===== config.mk =====
export PLATFORM = sky130hd
export DESIGN_NAME = mem_line_fill_bridge
export DESIGN_NICKNAME = d
export VERILOG_FILES = /design/src/rtl/mem_line_fill_bridge.sv
export SDC_FILE = /design/constraint.sdc
export NUM_CORES = 2
export LEC_CHECK = 0
export BUFFER_PORTS_ARGS = -buffer_cell sky130_fd_sc_hd__buf_2
export CORE_ASPECT_RATIO = 2
export CORE_MARGIN = 8
export CORE_UTILIZATION = 41
export DETAILED_ROUTE_END_ITERATION = 8
export GPL_ROUTABILITY_DRIVEN = 0
export GPL_TIMING_DRIVEN = 0
export SKIP_CTS_REPAIR_TIMING = 1
export SLEW_MARGIN = 10
export SYNTH_ARGS = -nofsm -noshare
export SYNTH_HDL_FRONTEND = slang
export SYNTH_SLANG_ARGS = --single-unit
export TNS_END_PERCENT = 50

===== constraint.sdc =====
create_clock -name clk -period 2.6 [get_ports clk]
set_input_delay 0.13 -clock clk [delete_from_list [all_inputs] [get_ports clk]]
set_output_delay 0.13 -clock clk [all_outputs]
set_load 0.01 [all_outputs]

===== src/rtl/mem_line_fill_bridge.sv =====
// Bridge between the cache controller's line-wide memory port and a
// 32-bit word bus. A read request becomes LINE_WORDS read beats that are
// assembled into one line. A write request becomes a single write beat.
module mem_line_fill_bridge #(
  parameter int unsigned LINE_WORDS = 16,
  parameter int unsigned TIMEOUT    = 255
) (
  input  logic                       clk,
  input  logic                       rst_n,
  input  logic [31:0]                main_mem_addr,
  input  logic [31:0]                main_mem_data_out,
  input  logic                       main_mem_read_req,
  input  logic                       main_mem_write_req,
  output logic [32*LINE_WORDS-1:0]   main_mem_data_in,
  output logic                       main_mem_ready,
  output logic                       main_mem_err,
  output logic [31:0]                bus_addr,
  output logic [31:0]                bus_wdata,
  output logic                       bus_rd,
  output logic                       bus_wr,
  input  logic [31:0]                bus_rdata,
  input  logic                       bus_ack
);

  localparam int unsigned LINE_W = 32 * LINE_WORDS;
  localparam int unsigned OFF_W  = $clog2(LINE_WORDS * 4);
  localparam int unsigned BEAT_W = $clog2(LINE_WORDS);
  localparam int unsigned TMO_W  = $clog2(TIMEOUT + 1);

  localparam logic [BEAT_W-1:0] LAST_BEAT = BEAT_W'(LINE_WORDS - 1);
  localparam logic [TMO_W-1:0]  TMO_LAST  = TMO_W'(TIMEOUT - 1);

  typedef enum logic [1:0] {
    IDLE    = 2'd0,
    RD_BEAT = 2'd1,
    WR_BEAT = 2'd2,
    DONE    = 2'd3
  } state_e;

  state_e              state_q;
  logic [BEAT_W-1:0]   beat_q;
  logic [TMO_W-1:0]    tmo_q;
  logic [LINE_W-1:0]   shadow_q;
  logic [LINE_W-1:0]   shadow_d;
  logic [LINE_W-1:0]   data_in_q;
  logic                ready_q;
  logic                err_q;
  logic [31:0]         bus_addr_q;
  logic [31:0]         bus_wdata_q;
  logic                bus_rd_q;
  logic                bus_wr_q;

  // Byte-lane bits never reach the word bus.
  logic unused_addr_bits;
  assign unused_addr_bits = ^main_mem_addr[1:0];

  // Shadow line with the current beat's read data merged in.
  always_comb begin
    shadow_d = shadow_q;
    for (int k = 0; k < int'(LINE_WORDS); k++) begin
      if (beat_q == BEAT_W'(k)) begin
        shadow_d[32*k +: 32] = bus_rdata;
      end
    end
  end

  // Transaction FSM: request sampling, beat sequencing, timeout and completion.
  always_ff @(posedge clk) begin
    if (!rst_n) begin
      state_q     <= IDLE;
      beat_q      <= '0;
      tmo_q       <= '0;
      shadow_q    <= '0;
      data_in_q   <= '0;
      ready_q     <= 1'b0;
      err_q       <= 1'b0;
      bus_addr_q  <= '0;
      bus_wdata_q <= '0;
      bus_rd_q    <= 1'b0;
      bus_wr_q    <= 1'b0;
    end else begin
      ready_q <= 1'b0;
      err_q   <= 1'b0;
      case (state_q)
        IDLE: begin
          beat_q <= '0;
          tmo_q  <= '0;
          if (main_mem_read_req) begin
            bus_addr_q <= {main_mem_addr[31:OFF_W], OFF_W'(0)};
            bus_rd_q   <= 1'b1;
            state_q    <= RD_BEAT;
          end else if (main_mem_write_req) begin
            bus_addr_q  <= {main_mem_addr[31:2], 2'b00};
            bus_wdata_q <= main_mem_data_out;
            bus_wr_q    <= 1'b1;
            state_q     <= WR_BEAT;
          end
        end

        RD_BEAT: begin
          if (bus_ack) begin
            shadow_q <= shadow_d;
            tmo_q    <= '0;
            if (beat_q == LAST_BEAT) begin
              bus_rd_q  <= 1'b0;
              data_in_q <= shadow_d;
              ready_q   <= 1'b1;
              state_q   <= DONE;
            end else begin
              beat_q     <= beat_q + BEAT_W'(1);
              bus_addr_q <= bus_addr_q + 32'd4;
            end
          end else if (tmo_q == TMO_LAST) begin
            // Abort: partial shadow contents are never exported.
            bus_rd_q <= 1'b0;
            tmo_q    <= '0;
            ready_q  <= 1'b1;
            err_q    <= 1'b1;
            state_q  <= DONE;
          end else begin
            tmo_q <= tmo_q + TMO_W'(1);
          end
        end

        WR_BEAT: begin
          if (bus_ack) begin
            bus_wr_q <= 1'b0;
            tmo_q    <= '0;
            ready_q  <= 1'b1;
            state_q  <= DONE;
          end else if (tmo_q == TMO_LAST) begin
            bus_wr_q <= 1'b0;
            tmo_q    <= '0;
            ready_q  <= 1'b1;
            err_q    <= 1'b1;
            state_q  <= DONE;
          end else begin
            tmo_q <= tmo_q + TMO_W'(1);
          end
        end

        DONE: begin
          state_q <= IDLE;
        end

        default: begin
          state_q <= IDLE;
        end
      endcase
    end
  end

  assign main_mem_data_in = data_in_q;
  assign main_mem_ready   = ready_q;
  assign main_mem_err     = err_q;
  assign bus_addr         = bus_addr_q;
  assign bus_wdata        = bus_wdata_q;
  assign bus_rd           = bus_rd_q;
  assign bus_wr           = bus_wr_q;

endmodule


==> results by group <==
Clock tree
  – CTS tree: done
  – TritonCTS Sinks: roughly 1.1k
  – CTS clk-pin slew, worst paths: 0.07 ns
  – Clock buffer depth: 3
  – CTS H-tree depth: 3
  – Clk_lat worst skew: 0.75 ns
  – Clock root buffer: clkbuf_16
  – CTS Buf Count: 98

Cells and area
  – Most common cell after layout, fill and taps aside: nand2_1
  – Fillers: 10.3k
  – Layout cells sized above 1: a little under a fifth
  – Area growth syn-to-layout: 23.3%
  – Finished layout cell area: 53,000 um2
  – Nets: ~6.3k
  – Commonest non-fill, non-tap cells in the layout: 1,408 x nand2_1, 1,072 x dfxtp_1, 790 x buf_2
  – Sequential cell area: 21,500 um2
  – Final core occ: 50.7%
  – Area of the multi-input gates: between 15,000 and 20,000 um2

Power
  – Sw Share: 28.0%
  – Psw: 10.5 mW
  – Clk network pwr share: between 40% and 50%
  – Tot Pwr: 37.3 mW
  – Pint: around 27 mW
  – Max VDD drop: 0.465 mV
  – Leakage: 19.8 nW
  – Sequential group share of total power: between 40% and 50%
  – Comb power frac: 11.6%
  – Power Dens Cells: 704 nW/um2

Floorplan
  – Initial Utilization: 41.2%
  – IO Count: 681
  – Row Count: 168
  – Die Width: ~240 um
  – CORE AREA: 104,000 um2
  – Total die area: 116,000 um2
  – Die Y: ~470 um

STA
  – # setup viols final: 7
  – Final Skew: 0.0493 ns
  – Period utilization: 103%
  – Rel. slew slack: 4.81%
  – Max frequency: 374 MHz
  – Post-route setup slack: -0.0735 ns
  – TNS Setup: -0.327 ns
  – RSZ-0062 raised after global routing: yes
  – Worst Tran Pin Value: 1.43 ns
  – Final hold viol count: 1
  – Pins Over Slew Limit: 0
  – Final worst path period need: 2.67 ns
  – Worst hold slack: -0.0110 ns

Yosys
  – Sequential-to-total area share from yosys stat: 49.9%
  – Syn Area/Cell: 8.06 um2
  – Simple-Gate Fraction of Synth Area: 21.6%
  – Mapped cell area: between 40,000 and 50,000 um2
  – Post-Synthesis Cells: 5,332
  – Ys async rst share: 0%
  – Post-synthesis xor/xnor area fraction: 0.204%
  – Post-synthesis compound-gate area fraction: 16.9%
  – Adder-Cell Fraction of Synth Area: 0.320%
  – Library cells used by synthesis: 63
  – Yosys warning count: 0
  – Largest family of logic cells by synthesized area: simple AND/OR/NAND/NOR gates
  – Post-synthesis mux area share: roughly 5.3%
  – Number of synthesized flops with an enable pin: 0
  – #FFs+latches synth: 1,072
  – Most used flip-flop cell after synthesis: dfxtp_1

Route
  – WL/cell: approximately 29 um
  – Met2 wire len: between 100 and 150 mm
  – Routed Antenna Nets: 0
  – Top Layer Used: met5
  – Met3 wire len: 21.9 mm
  – Post-Route WL: approximately 220 mm
  – DRC: 0
  – DRT Pass-1 Iters: 6
  – Initial drt markers: 3,827
  – WL met1: 77.9 mm
  – Via-to-Cell Ratio: 5.78
  – Vias: 44.1k

Outcome
  – Failing checks: negative hold slack, negative setup slack
  – Status: complete, but fails checks

Global route
  – First-pass GRT wire length: 301 mm
  – Largest net degree at the start of global routing: 16
  – GRT overflow: 0
  – Initial antenna violation count: 8
  – Number of global-route vias before repair: 41.8k
  – Gr usage total: 35.9%

Placement
  – Port Buffer Count: 675
  – Post-Place Setup Slack: -1.00 ns
  – Area after DPL: ~48,000 um2
  – Post-DP HPWL: 159 mm

Worst setup path
  – CP cell instances: inv_1, ha_1, buf_4, inv_1, clkbuf_1, clkbuf_1, nor3_1, a211oi_1, nor2_1
  – Crit end category: flop
  – Worst Path Required: 3.17 ns
  – Critical path class: reg -> reg
  – Crit path launch type: flop
  – Worst Path Max Fanout: 10
  – Crit-path slowest cell: clkbuf_1
  – Crit path DAT: between 3 and 4 ns
  – CP max stage delay: 0.67 ns

Flow run
  – Max-Cap Viols: 0

Hold path
  – Hold WC Path Type: in -> reg
## critical path: cells and delay by family (launching register included)
family / cells / cell delay [ns]
AOI/OAI and AO/OA: 1 / 0.25
and+or+nand+nor: 2 / 0.17
adders and majority gates: 1 / 0.18
DFF: 1 / 0.39
buffers and inverters: 5 / 1.53
## flip-flops by register name (all words and copies together), names as in the netlist
register / count
bus_wr: 1
shadow_q: 480
bus_addr: 30
main_mem_err: 1
main_mem_ready: 1
bus_wdata: 32
beat_q: 4
bus_rd: 1
tmo_q: 8
main_mem_data_in: 512
state_q: 2
## per-layer routing
layer  vias to the layer above  track usage [%]
met3                       674             10.4
met5                         -                0
met1                     21100             39.1
met4                         4             26.5
li1                      19900                -
met2                      2474             59.1
## cell families after synthesis
family	count (synthesis)
AND/OR/NAND/NOR	2312
flip-flops	1072
multiplexers	229
AO/OA/AOI/OAI	1116
buffers and inverters	581
adder cells (fa/ha/maj)	11
XOR/XNOR	10
other	1
## stage by stage
step | std cells | hold slack [ns]
after detailed placement | 7379 | 0.377
after global routing | 7640 | 0.0295
after CTS | 7550 | -0.386
final | 7643 | -0.0110
after global placement | 7368 | 0.373
after floorplan | 5333 | 0.207
## cell type report
class | instances | area share, %
Inverter | 10 | 0.0708
Multi-Input combinational cell | 3680 | 36.2
Clock inverter | 35 | 1.01
Timing Repair Buffer | 781 | 8.63
Sequential cell | 1072 | 40.5
Clock buffer | 136 | 5.39
Buffer | 565 | 5.01
Antenna cell | 4 | 0.0189
Tap cell | 1360 | 3.21
## cell usage after synthesis (all sizes together), types with 11 or more instances
| cell | number | share of area [%] |
|---|---|---|
| clkbuf | 401 | 3.5 |
| mux2i | 227 | 5.3 |
| buf | 170 | 2.1 |
| dfxtp | 1072 | 50 |
| a211oi | 226 | 3.9 |
| ha | 11 | 0.32 |
| nand4 | 11 | 0.19 |
| nor2 | 524 | 4.6 |
| nor3 | 12 | 0.17 |
| and3 | 15 | 0.22 |
| a21oi | 574 | 6.7 |
| a311oi | 256 | 5.2 |
| nand2 | 1409 | 12 |
| o21ai | 15 | 0.17 |
| nand3 | 295 | 3.4 |
## power groups by stage
stage          clock, mW  combinational [mW]  sequential [mW]
6_report            15.8                4.34             17.1
5_1_grt             16.5                4.45             17.2
4_1_cts             15.8                4.09             17.1
3_5_place_dp           0                4.08             17.5
3_3_place_gp           0                3.99             17.5
2_1_floorplan          0                1.92             17.5
## final timing paths
kind	start	endpoint	slack (ns)	depth (start not counted)
max	state_q[1]	bus_addr[2]	-0.07	9
min	main_mem_addr[6]	bus_addr[6]	-0.01	4
max reg2reg	state_q[1]	bus_addr[2]	-0.07	9
min reg2reg	main_mem_data_in[510]	main_mem_data_in[510]	0.45	2
No activity file was read; power rests on OpenSTA's default activity.
